--- src/rtl/mini_pkg.sv ---
// Shared types and constants for the mini-computer ALU multi-cycle units.
package mini_pkg;

  localparam int MINI_N = 8;

  typedef enum logic [1:0] {IDLE, RUN, DONE} mul_state_t;

  // Bits needed to count 0..N for an N-step sequencer.
  function automatic int cnt_w(input int n);
    return $clog2(n) + 1;
  endfunction

endpackage

--- src/rtl/mul_add.sv ---
// Combinational W-bit adder with carry in/out; addition counterpart of sub.
module add #(
  parameter int W = 16
) (
  input  logic [W-1:0] in,
  input  logic [W-1:0] num,
  input  logic         cin,
  output logic [W-1:0] answer,
  output logic         cout
);

  assign {cout, answer} = {1'b0, in} + {1'b0, num} + {{W{1'b0}}, cin};

endmodule

--- src/rtl/mul.sv ---
// Sequential shift-and-add unsigned multiplier, one multiplier bit per clock.
// Define MUL_EARLY_EXIT_EN to end RUN once the remaining multiplier bits are zero.
module mul
  import mini_pkg::*;
#(
  parameter int N = MINI_N
) (
  input  logic           clk,
  input  logic           rst_n,
  input  logic           start,
  input  logic [N-1:0]   a,
  input  logic [N-1:0]   b,
  output logic           busy,
  output logic           done,
  output logic [2*N-1:0] product,
  output logic           overflow
);

  localparam int            CW   = cnt_w(N);
  localparam logic [CW-1:0] LAST = CW'(N - 1);

  mul_state_t     state;
  logic [2*N-1:0] mcand;
  logic [N-1:0]   mplier;
  logic [2*N-1:0] acc;
  logic [CW-1:0]  cnt;

  logic [2*N-1:0] sum;
  logic [2*N-1:0] acc_nxt;
  logic           last;
  logic           add_unused_cout;

  add #(.W(2*N)) u_add (
    .in     (acc),
    .num    (mcand),
    .cin    (1'b0),
    .answer (sum),
    .cout   (add_unused_cout)
  );

  assign acc_nxt = mplier[0] ? sum : acc;

`ifdef MUL_EARLY_EXIT_EN
  // Remaining multiplier bits all zero: further steps would add nothing.
  assign last = (cnt == LAST) || (mplier[N-1:1] == '0);
`else
  assign last = (cnt == LAST);
`endif

  always_ff @(posedge clk or negedge rst_n) begin
    if (!rst_n) begin
      state    <= IDLE;
      mcand    <= '0;
      mplier   <= '0;
      acc      <= '0;
      cnt      <= '0;
      busy     <= 1'b0;
      done     <= 1'b0;
      product  <= '0;
      overflow <= 1'b0;
    end else begin
      case (state)
        IDLE: begin
          done <= 1'b0;
          if (start) begin
            mcand  <= {{N{1'b0}}, a};
            mplier <= b;
            acc    <= '0;
            cnt    <= '0;
            busy   <= 1'b1;
            state  <= RUN;
          end
        end
        RUN: begin
          acc    <= acc_nxt;
          mcand  <= mcand << 1;
          mplier <= mplier >> 1;
          cnt    <= cnt + 1'b1;
          if (last) begin
            // Publish the post-edge accumulator so product lands with done.
            product  <= acc_nxt;
            overflow <= |acc_nxt[2*N-1:N];
            done     <= 1'b1;
            state    <= DONE;
          end
        end
        DONE: begin
          done  <= 1'b0;
          busy  <= 1'b0;
          state <= IDLE;
        end
        default: begin
          done  <= 1'b0;
          busy  <= 1'b0;
          state <= IDLE;
        end
      endcase
    end
  end

endmodule

--- config.mk ---
export PLATFORM = sky130hd
export DESIGN_NAME = mul
export DESIGN_NICKNAME = d
export VERILOG_FILES = /design/src/rtl/mini_pkg.sv /design/src/rtl/mul_add.sv /design/src/rtl/mul.sv
export SDC_FILE = /design/constraint.sdc
export NUM_CORES = 1
export LEC_CHECK = 0
export BUFFER_PORTS_ARGS = -buffer_cell sky130_fd_sc_hd__buf_4
export CAP_MARGIN = 20
export CORE_MARGIN = 1.5
export CORE_UTILIZATION = 38
export CTS_BUF_LIST = sky130_fd_sc_hd__clkbuf_8
export DETAILED_ROUTE_END_ITERATION = 10
export SLEW_MARGIN = 20
export SYNTH_ARGS = -nofsm -noshare
export SYNTH_HDL_FRONTEND = slang
export SYNTH_HIERARCHICAL = 1
export SYNTH_SLANG_ARGS = --single-unit
--- constraint.sdc ---
create_clock -name clk -period 3.2 [get_ports clk]
set_input_delay 0 -clock clk [delete_from_list [all_inputs] [get_ports clk]]
set_output_delay 0 -clock clk [all_outputs]
set_load 0.05 [all_outputs]
==> results of run 1 <==
==> per-layer routing <==
metal / global-route usage / vias to the layer above / share of wire
li1: - / 1327 / -
met1: 0.246 / 1305 / 0.52
met2: 0.253 / 46 / 0.44
met3: 0.0305 / 6 / 0.032
met4: 0.0560 / 0 / 0.0088
met5: 0 / - / 0
==> sequential cells by signal, indices dropped and copies added (netlist names) <==
name	cells
acc	16
busy	1
cnt	4
done	1
mcand	16
mplier	8
overflow	1
product	16
state	2
==> critical path, delay by kind of cell (launching register included) <==
family	cells	cell delay, ps
fa+ha+maj	2	770
compound gates	7	1280
xor+xnor	1	140
flops	1	400
simple gates	1	290
==> timing repair <==
action,in CTS,in global routing
buffers inserted,0,2
pin swaps,1,7
hold endpoints to repair,81,0
gates resized for setup,1,4
endpoints found under the setup margin,1,1
hold buffers,17,0
==> layout make-up <==
class / count / area share
Multi-Input combinational cell: 238 / 0.413
Sequential cell: 65 / 0.378
Timing Repair Buffer: 64 / 0.122
Clock buffer: 12 / 0.0384
Tap cell: 108 / 0.0314
Clock inverter: 4 / 0.00990
Inverter: 8 / 0.00699
==> worst paths after layout <==
path / start / endpoint / depth (start not counted) / slack, ps
min in group asynchronous: rst_n / busy / 2 / 280
hold reg to reg: mplier[2] / mplier[2] / 2 / 480
max in group asynchronous: rst_n / product[3] / 2 / 2350
setup reg to reg: acc[0] / overflow / 11 / 200
setup / recovery: acc[0] / overflow / 11 / 200
hold / removal: start / mcand[5] / 4 / 60
==> power by group through the flow <==
stage,clock network [uW],registers (uW),logic (uW)
after CTS,733,1430,2470
after global routing,765,1470,2720
after global placement,0,1430,2400
after detailed placement,0,1440,2430
final,719,1420,2480
after floorplan,0,1750,1500
==> layout by cell type (no fill, tap or decap), drive strengths merged, types with 2 or more instances in the layout <==
cell,n
a22oi,14
nand2b,3
a21oi,17
xnor2,9
clkbuf,12
or2,2
and2b,2
o21bai,5
a21o,3
nor2,8
inv,10
dfrtp,65
o21ai,56
mux2i,18
nand3,4
a32o,2
ha,16
nand2,18
xor2,5
nor4,4
a2111oi,2
fa,2
o21a,3
o31ai,2
buf,47
a22o,25
dlygate4sd3,17
nor2b,6
==> stage by stage <==
step | power, uW | cell area, um2 | utilization | cells | setup slack (ps)
CTS | 4630 | 4270 | 0.485 | 497 | 11.2
finish | 4620 | 4300 | 0.488 | 499 | 203
floorplan | 3250 | 3500 | - | 329 | 166
detailed placement | 3870 | 3880 | 0.441 | 464 | -96.6
global placement | 3830 | 3880 | 0.441 | 464 | -68.1
global route | 4960 | 4300 | 0.488 | 499 | -1.54
==> out/qor_table.md, run 1 <==
| Parameter | This run | Unit |
|:---|:---|:---|
| Run status | finished, final reports clean | - |
| Filler cells | 821 | - |
| Synthesized netlist net count | 366 | - |
| Area taken by flip-flops and latches | 1630 | um2 |
| Number of max-slew violations in the final report | 0 | - |
| Mean Syn Cell Area | 10.6 | um2 |
| Actual transition at the worst max-transition pin | 1010 | ps |
| Reg power frac | 0.308 | - |
| Effective utilization at floorplan | 0.398 | - |
| Clock network power share | 0.156 | - |
| Headroom to the max-slew limit | 0.329 | - |
| Maximum frequency from static timing analysis | 334 | MHz |
| Arrival time of the worst setup path | 3210 | ps |
| Number of setup violations in the final report | 0 | - |
| Max H-tree Level | 3 | - |
| Net load switching power | 2080 | uW |
| Initial antenna violation count | 0 | - |
| Maximum number of pins on one net before global-route repair | 66 | - |
| Count of buffers inserted at the top-level ports | 37 | - |
| Total gr overflow | 0 | - |
| Number of clock buffers inserted by TritonCTS | 9 | - |
| Io pins | 38 | - |
| Leakage power summed over all cells | 0.00198 | uW |
| Post-synthesis cell count | 329 | - |
| Highest fanout seen on the critical path | 3 | - |
| Routed len/inst | 15.9 | um |
| Final nets | 423 | - |
| Worst clock skew on the final layout | 11.0 | ps |
| Number of violations of the max-capacitance limit | 0 | - |
| Longest individual stage delay on the worst path | 410 | ps |
| Area of the multi-input gates | 1780 | um2 |
| Insertion delay of the later-clocked pin in the worst-skew pair | 340 | ps |
| CTS tree | built | - |
| Vias in the first global route | 2547 | - |
| Clock sink count | 65 | - |
| Required time of the critical path | 3420 | ps |
| Kind of path behind the tightest hold check | in -> reg | - |
| Maximum vdd ir drop | 487 | uV |
| Portion of total power attributed to combinational logic | 0.537 | - |
| Warning count from the yosys run | 6 | - |
| Critical Path Slowest Stage Cell | fa_2 | - |
| Number of vias after detailed routing | 2684 | - |
| Number of nets with antenna violations after routing | 0 | - |
| Fin. Hold Viols | 0 | - |
| Type of destination of the critical path | flip-flop | - |
| Global Route Usage Sum | 0.169 | - |
| Min Hold Slack | 59.4 | ps |
| Crit path time final | 3000 | ps |
| Number of optimization iterations in the first detailed-route pass | 4 | - |
| Layout cell share with drive strength beyond 1 | 0.205 | - |
| Startpoint type of the worst setup path | flip-flop | - |
| Area Overhead vs Synth | 22.7 | % |
| Post-synthesis instance area | 3500 | um2 |
| Wire length reported by the detailed router | 7930 | um |
| Wire length of the first global-routing pass | 13000 | um |
| Starting DRC count in detailed routing | 100 | - |
| Die width | 99.0 | um |
| Number of buffers between clock root and the deepest sink | 2 | - |
| Cells traversed along the worst timing path | fa_2 -> fa_2 -> a21oi_2 -> o21ai_2 -> a21oi_2 -> o221ai_2 -> o31ai_2 -> xnor2_1 -> nor4_1 -> a2111oi_1 -> a221o_1 | - |
| HPWL after detailed placement | 5400 | um |
| Sum Neg Setup Slack | 0 | ps |
| Pwr Density | 1080 | nW/um2 |
| Type of the worst setup path | reg -> reg | - |
| Vias per cell | 5.38 | - |
| Internal power | 2550 | uW |
| Net Sw Frac | 0.449 | - |
| FP Rows | 34 | - |
| Root cell of the clock tree | clkbuf_8 | - |
| Period Utilization, post-route | 0.936 | - |
| Number of remaining DRC errors | 0 | - |
| Routability-driven placement congestion ratio | 0.873 | - |
| Post-CTS clock slew at the launch and capture registers of the worst setup and hold paths | 70 | ps |
| Die span in y | 99.0 | um |
| Diodes inserted | 0 | - |
| Core region area | 8810 | um2 |
| Die Area | 9800 | um2 |
Note: power is estimated with default switching activity, not from simulation.
==> run 2, diff against run 1 <==
==> constraint.sdc (replaced) <==
create_clock -name clk -period 3 [get_ports clk]
set_input_delay 0 -clock clk [delete_from_list [all_inputs] [get_ports clk]]
set_output_delay 0 -clock clk [all_outputs]
set_load 0.05 [all_outputs]
==> run 2 against run 1 <==
Effect of this change: register-to-register slack lost 150 ps; via count grew 4.6%; wire length grew 5.6%; clock skew is essentially flat; sequential power grew 9.9%; critical path type unchanged; utilization grew 0.68 points.
==> out/qor_table.md, run 2 (synthesized netlist as in run 1, its figures left out) <==
| Parameter | This run | Unit | vs previous |
|:---|:---|:---|:---|
| Worst hold start | start | - |  |
| CTS tree | built | - |  |
| Max H-tree Level | 3 | - | unchanged |
| Routed len/inst | 16.6 | um | +4.3% |
| Number of max-slew violations in the final report | 0 | - | unchanged |
| Maximum vdd ir drop | 471 | uV | -3.3% |
| Diodes inserted | 0 | - | unchanged |
| Crit path time final | 2950 | ps | -48.4 ps |
| Pwr Density | 1160 | nW/um2 | +7.4% |
| Number of buffers between clock root and the deepest sink | 2 | - | unchanged |
| Die width | 99.0 | um | unchanged |
| Highest fanout seen on the critical path | 2 | - | -1 |
| Worst clock skew on the final layout | 10.5 | ps | -0.454 ps |
| Number of setup violations in the final report | 0 | - | unchanged |
| Post-CTS clock slew at the launch and capture registers of the worst setup and hold paths | 70 | ps | about the same |
| Actual transition at the worst max-transition pin | 830 | ps | -177 ps |
| Pre-CTS worst setup slack | -174 | ps | -77.6 ps |
| Count of buffers inserted at the top-level ports | 37 | - | unchanged |
| Reg-to-reg critical path endpoint | overflow | - |  |
| Min Hold Slack | 47.5 | ps | -11.9 ps |
| Unrepaired setup endpoints after global routing | true | - |  |
| Leakage power summed over all cells | 0.00200 | uW | +0.94% |
| Headroom to the max-slew limit | 0.447 | - | +0.118 |
| Wire length reported by the detailed router | 8380 | um | +5.6% |
| Die Area | 9800 | um2 | unchanged |
| Met2 usage in global routing | 0.284 | - | +0.0318 |
| Maximum frequency from static timing analysis | 339 | MHz | +1.6% |
| Insertion delay of the later-clocked pin in the worst-skew pair | 350 | ps | about the same |
| Effective utilization at floorplan | 0.398 | - | unchanged |
| Startpoint of the lowest-slack register-to-register path | mcand[0] | - |  |
| Starting DRC count in detailed routing | 91 | - | -9.0% |
| Startpoint type of the worst setup path | flip-flop | - |  |
| Area Overhead vs Synth | 24.4 | % |  |
| Period Utilization, post-route | 0.983 | - | +0.0463 |
| Vias per cell | 5.56 | - | +3.3% |
| Number of optimization iterations in the first detailed-route pass | 4 | - | unchanged |
| Clock sink count | 65 | - | unchanged |
| Number of nets with antenna violations after routing | 0 | - | unchanged |
| Met1 usage | 0.255 | - | +0.00911 |
| Area of the multi-input gates | 1800 | um2 | +1.5% |
| Kind of path behind the tightest hold check | in -> reg | - |  |
| Core region area | 8810 | um2 | unchanged |
| Met3 Usage GRT | 0.0440 | - | +0.0135 |
| Fin worst setup slack | 51.7 | ps | -152 ps |
| Layout cell share with drive strength beyond 1 | 0.224 | - | +0.0196 |
| Root cell of the clock tree | clkbuf_8 | - |  |
| Global Route Usage Sum | 0.184 | - | +0.0156 |
| Required time of the critical path | 3280 | ps | -140 ps |
| Io pins | 38 | - | unchanged |
| Setup slack, reg-to-reg | 50 | ps | -150 ps |
| Number of clock buffers inserted by TritonCTS | 9 | - | unchanged |
| Number of cells on the worst hold path | 4 | - | unchanged |
| FP Rows | 34 | - | unchanged |
| Run status | finished, final reports clean | - |  |
| Number of violations of the max-capacitance limit | 0 | - | unchanged |
| Global routing's busiest layer | met2 | - |  |
| Number of remaining DRC errors | 0 | - | unchanged |
| Commonest non-fill, non-tap cell in the layout | dfrtp_1 | - |  |
| Vias in the first global route | 2731 | - | +7.2% |
| Fin. Hold Viols | 0 | - | unchanged |
| Final nets | 429 | - | +1.4% |
| Wire length of the first global-routing pass | 14000 | um | +8.1% |
| HPWL after detailed placement | 5560 | um | +3.0% |
| Type of the worst setup path | reg -> reg | - |  |
| Routability-driven placement congestion ratio | 0.867 | - | -0.65% |
| Number of vias after detailed routing | 2807 | - | +4.6% |
| Arrival time of the worst setup path | 3220 | ps | about the same |
| Area taken by flip-flops and latches | 1630 | um2 | unchanged |
| Maximum number of pins on one net before global-route repair | 66 | - | unchanged |
| Type of destination of the critical path | flip-flop | - |  |
| Die span in y | 99.0 | um | unchanged |
| Biggest regs | acc x16, mcand x16, product x16 | - |  |
| Initial antenna violation count | 0 | - | unchanged |
| Post-Layout Cell Count | 505 | - | +1.2% |
| Hold EP | mcand[3] | - |  |
| Filler cells | 819 | - | -0.24% |
| Total gr overflow | 0 | - | unchanged |
| DP Cell Count | 470 | - | +1.3% |
| Worst r2r path cells | 12 | - | +1 |
| Most frequent cells in the layout | dfrtp_1, buf_4, o21ai_0 | - |  |
## run 2: how the worst max path moves through the flow
stage          startpoint        to  cells after the start
2_1_floorplan      acc[0]  overflow                     11
3_3_place_gp       acc[0]  overflow                     11
3_5_place_dp       acc[0]  overflow                     11
4_1_cts          mcand[0]  overflow                     11
5_1_grt          mcand[0]  overflow                     12
6_report         mcand[0]  overflow                     12
## run 2: layout make-up
class / count / share of cell area
well taps: 108 / 0.0310
clock buffers: 10 / 0.0316
inverters: 8 / 0.00689
multi-input cells: 238 / 0.413
repair buffers: 70 / 0.130
flip-flops and latches: 65 / 0.373
clock inverters: 6 / 0.0135
## run 2: power breakdown
| group | internal, uW | leakage, uW | switching, uW |
|---|---|---|---|
| Combinational | 1090 | 0.00105 | 1640 |
| Clock | 400 | 0.0000995 | 344 |
| Sequential | 1240 | 0.000843 | 324 |
| Total | 2730 | 0.00200 | 2310 |
## run 2: worst max-delay path: stages, from the launching register on
cell	delay, ps
dfrtp_1	410
fa_2	390
fa_2	380
a21oi_4	170
o21ai_2	100
buf_4	150
a21oi_4	130
o221ai_2	140
o31ai_2	210
xnor2_1	190
nor4_2	70
a2111oi_2	380
a221o_1	170
## run 2: timing repair
| action | in CTS | in global routing |
|---|---|---|
| gates resized for setup | 5 | 3 |
| buffers inserted | 3 | 0 |
| pin swaps | 10 | 6 |
| endpoints found under the setup margin | 1 | 1 |
| hold buffers | 17 | 0 |
| hold endpoints to repair | 81 | 0 |
## run 2: metal layers
layer	part of all wire	vias up
li1	-	1344
met1	0.49	1399
met2	0.47	58
met3	0.034	6
met4	0.011	0
met5	0	-
## run 2: metrics by stage
stage / power, uW / setup TNS, ps / cell area (um2) / util
6_report: 5040 / 0 / 4360 / 0.495
5_1_grt: 5400 / -86.8 / 4360 / 0.495
4_1_cts: 5020 / 0 / 4340 / 0.493
3_5_place_dp: 4200 / -174 / 3930 / 0.446
3_3_place_gp: 4170 / -141 / 3930 / 0.446
2_1_floorplan: 3470 / 0 / 3510 / -
==> run 3, diff against run 2 <==
--- a/config.mk
+++ b/config.mk
@@ -7,10 +7,11 @@
 export LEC_CHECK = 0
 export BUFFER_PORTS_ARGS = -buffer_cell sky130_fd_sc_hd__buf_4
 export CAP_MARGIN = 20
-export CORE_MARGIN = 1.5
-export CORE_UTILIZATION = 38
+export CORE_MARGIN = 3
+export CORE_UTILIZATION = 61
 export CTS_BUF_LIST = sky130_fd_sc_hd__clkbuf_8
 export DETAILED_ROUTE_END_ITERATION = 10
+export PLACE_DENSITY = 0.82
 export SLEW_MARGIN = 20
 export SYNTH_ARGS = -nofsm -noshare
 export SYNTH_HDL_FRONTEND = slang
==> run 3 against run 2 <==
Effect of this change: sequential power about the same; die area down 32%; global-route usage up 8.5 points; critical endpoint unchanged; design area down 1.6%; utilization up 31 points; via count up 1.2%; sequential cell count unchanged; highest routed layer unchanged; final cell count down 7.9%; first-iteration DRC count up 100%; wire length down 2.9%; sequential share of layout area up 0.60 points; clock power up 11%.
==> out/qor_table.md, run 3 (synthesized netlist as in run 1, its figures left out) <==
| Parameter | This run | Unit | vs previous |
|:---|:---|:---|:---|
| Run status | finished, final reports clean | - |  |
| Internal power | 2810 | uW | +2.9% |
| Initial antenna violation count | 0 | - | unchanged |
| Hold EP | mcand[6] | - |  |
| Type of destination of the critical path | flip-flop | - |  |
| Die Area | 6690 | um2 | -32% |
| Worst clock skew on the final layout | 8.82 | ps | -1.70 ps |
| Post-CTS clock slew at the launch and capture registers of the worst setup and hold paths | 70 | ps | about the same |
| Starting DRC count in detailed routing | 183 | - | +100% |
| Die width | 81.8 | um | -17% |
| Area Overhead vs Synth | 22.4 | % |  |
| Diodes inserted | 0 | - | unchanged |
| Number of remaining DRC errors | 0 | - | unchanged |
| Startpoint type of the worst setup path | flip-flop | - |  |
| Die span in y | 81.8 | um | -17% |
| Number of violations of the max-capacitance limit | 0 | - | unchanged |
| Setup slack, reg-to-reg | 30 | ps | -20 ps |
| Root cell of the clock tree | clkbuf_8 | - |  |
| Unrepaired setup endpoints after global routing | true | - |  |
| Number of clock buffers inserted by TritonCTS | 9 | - | unchanged |
| Area after detailed placement | 3860 | um2 | -1.8% |
| Number of buffers between clock root and the deepest sink | 2 | - | unchanged |
| Clock sink count | 65 | - | unchanged |
| Longest individual stage delay on the worst path | 400 | ps | about the same |
| Period Utilization, post-route | 0.988 | - | +0.00563 |
| Fin. Hold Viols | 0 | - | unchanged |
| Pwr Density | 1180 | nW/um2 | +2.1% |
| Post-Layout Cell Count | 465 | - | -7.9% |
| Design Area, Final | 4290 | um2 | -1.6% |
| Portion of total power attributed to combinational logic | 0.534 | - | -0.008 |
| FP Rows | 26 | - | -24% |
| Required time of the critical path | 3230 | ps | -50 ps |
| Vias in the first global route | 2800 | - | +2.5% |
| Net load switching power | 2260 | uW | -2.2% |
| Commonest non-fill, non-tap cell in the layout | dfrtp_1 | - |  |
| Crit path time final | 2970 | ps | +16.9 ps |
| Critical Path Slowest Stage Cell | dfrtp_1 | - |  |
| HPWL after detailed placement | 5370 | um | -3.4% |
| Reg power frac | 0.303 | - | -0.007 |
| Vias per cell | 6.11 | - | +10% |
| Total gr overflow | 0 | - | unchanged |
| Headroom to the max-slew limit | 0.372 | - | -0.0745 |
| Cell occurring most often along the worst timing path | fa_2 | - |  |
| Number of setup violations in the final report | 0 | - | unchanged |
| Cells traversed along the worst timing path | fa_2 -> fa_2 -> a21oi_2 -> o21ai_2 -> a2111oi_4 -> o31ai_1 -> a21oi_1 -> xnor2_1 -> nor4_1 -> a2111oi_1 -> a221o_1 | - |  |
| Type of the worst setup path | reg -> reg | - |  |
| Core region area | 5340 | um2 | -39% |
| Maximum number of pins on one net before global-route repair | 66 | - | unchanged |
| Number of cells on the worst hold path | 4 | - | unchanged |
| Net Sw Frac | 0.446 | - | -0.0126 |
| Max H-tree Level | 3 | - | unchanged |
| Routability-driven placement congestion ratio | 0.847 | - | -2.4% |
| Crit path max-delay family | compound AO/OA/AOI/OAI gates | - |  |
| CTS tree | built | - |  |
| Highest fanout seen on the critical path | 2 | - | unchanged |
| Count of buffers inserted at the top-level ports | 37 | - | unchanged |
| Reg-to-reg critical path endpoint | overflow | - |  |
| Startpoint of the lowest-slack register-to-register path | mcand[0] | - |  |
| Global Route Usage Sum | 0.269 | - | +0.0849 |
| Actual transition at the worst max-transition pin | 941 | ps | +112 ps |
| DP Cell Count | 429 | - | -8.7% |
| Final nets | 427 | - | -0.47% |
| Wire length of the first global-routing pass | 13400 | um | -4.2% |
| Wire length reported by the detailed router | 8130 | um | -2.9% |
| Leakage power summed over all cells | 0.00200 | uW | +0.36% |
| Layout cell share with drive strength beyond 1 | 0.208 | - | -0.0166 |
| Io pins | 38 | - | unchanged |
| Clock network power share | 0.163 | - | +0.015 |
| Biggest regs | acc x16, mcand x16, product x16 | - |  |
| Number of vias after detailed routing | 2842 | - | +1.2% |
| Number of nets with antenna violations after routing | 0 | - | unchanged |
| Worst hold start | start | - |  |
| Maximum frequency from static timing analysis | 337 | MHz | -0.57% |
| Worst r2r path cells | 11 | - | -1 |
| Most frequent cells in the layout | dfrtp_1, buf_4, o21ai_0 | - |  |
| Kind of path behind the tightest hold check | in -> reg | - |  |
| Effective utilization at floorplan | 0.657 | - | +0.259 |
| Core occupancy in the finished layout | 0.804 | - | +0.309 |
| Arrival time of the worst setup path | 3200 | ps | -20 ps |
| Routed len/inst | 17.5 | um | +5.4% |
| Number of optimization iterations in the first detailed-route pass | 4 | - | unchanged |
| Insertion delay of the later-clocked pin in the worst-skew pair | 350 | ps | about the same |
| Maximum vdd ir drop | 678 | uV | +44% |
| WP buf/inv | 0 | - | -1 |
| Number of max-slew violations in the final report | 0 | - | unchanged |
[run 3: cell count changes in the layout (fill, tap and decap cells not counted), sizes merged]
cell / before / now
clkinvlp: 2 / 0
clkbuf: 10 / 11
clkinv: 2 / 0
buf: 53 / 51
bufinv: 1 / 2
inv: 9 / 11
[run 3: power groups by stage]
| stage | registers [uW] | clock network (uW) | logic (uW) |
|---|---|---|---|
| 2_1_floorplan | 1870 | 0 | 1600 |
| 3_3_place_gp | 1520 | 0 | 2530 |
| 3_5_place_dp | 1540 | 0 | 2600 |
| 4_1_cts | 1530 | 836 | 2650 |
| 5_1_grt | 1580 | 870 | 2940 |
| 6_report | 1540 | 826 | 2700 |
[run 3: stage by stage]
| step | setup slack, ps | setup TNS [ps] | hold slack [ps] | total power (uW) |
|---|---|---|---|---|
| 2_1_floorplan | 23.3 | 0 | -296 | 3470 |
| 3_3_place_gp | -66.4 | -66.4 | 133 | 4040 |
| 3_5_place_dp | -114 | -114 | 137 | 4140 |
| 4_1_cts | 7.99 | 0 | 29.0 | 5010 |
| 5_1_grt | -138 | -138 | 61.1 | 5390 |
| 6_report | 34.8 | 0 | 47.1 | 5060 |
[run 3: what timing repair did]
item,CTS,global route
pin swaps,4,7
setup buffers,1,2
endpoints found under the hold margin,81,0
setup endpoints to repair,1,1
hold buffers,17,0
resized for setup,1,2
[run 3: worst max-delay path by stage]
stage                     startpoint       end  slack, ps  depth (start not counted)
final                       mcand[0]  overflow         30                         11
after global routing        mcand[0]  overflow       -140                         11
after CTS                     acc[0]  overflow          8                         11
after detailed placement      acc[0]  overflow       -110                         11
after global placement        acc[0]  overflow        -70                         11
after floorplan               acc[0]  overflow         20                         11
[run 3: cell type report]
type                       instances  area (um2)
sequential                        65        1630
fill                             343        1050
clock inverter                     5        71.3
timing repair buffer              68         553
clock buffer                      11         151
tap                               70        87.6
multi-input combinational        238        1770
inverter                           8        30.0
[run 3: routing by layer]
metal	vias to the layer above	routed length (um)	GRT usage
met2	116	3990	0.450
met5	-	0	0
li1	1344	-	-
met3	19	524	0.0504
met1	1363	3430	0.335
met4	0	191	0.128
[run 3: worst register-to-register path, cell delays in order, from the launching register on]
cell and delay (ps):
dfrtp_1 400, fa_2 380, fa_2 360, a21oi_2 190
o21ai_2 110, a2111oi_4 330, o31ai_1 100, a21oi_1 160
xnor2_1 110, nor4_1 310, a2111oi_1 130, a221o_1 270
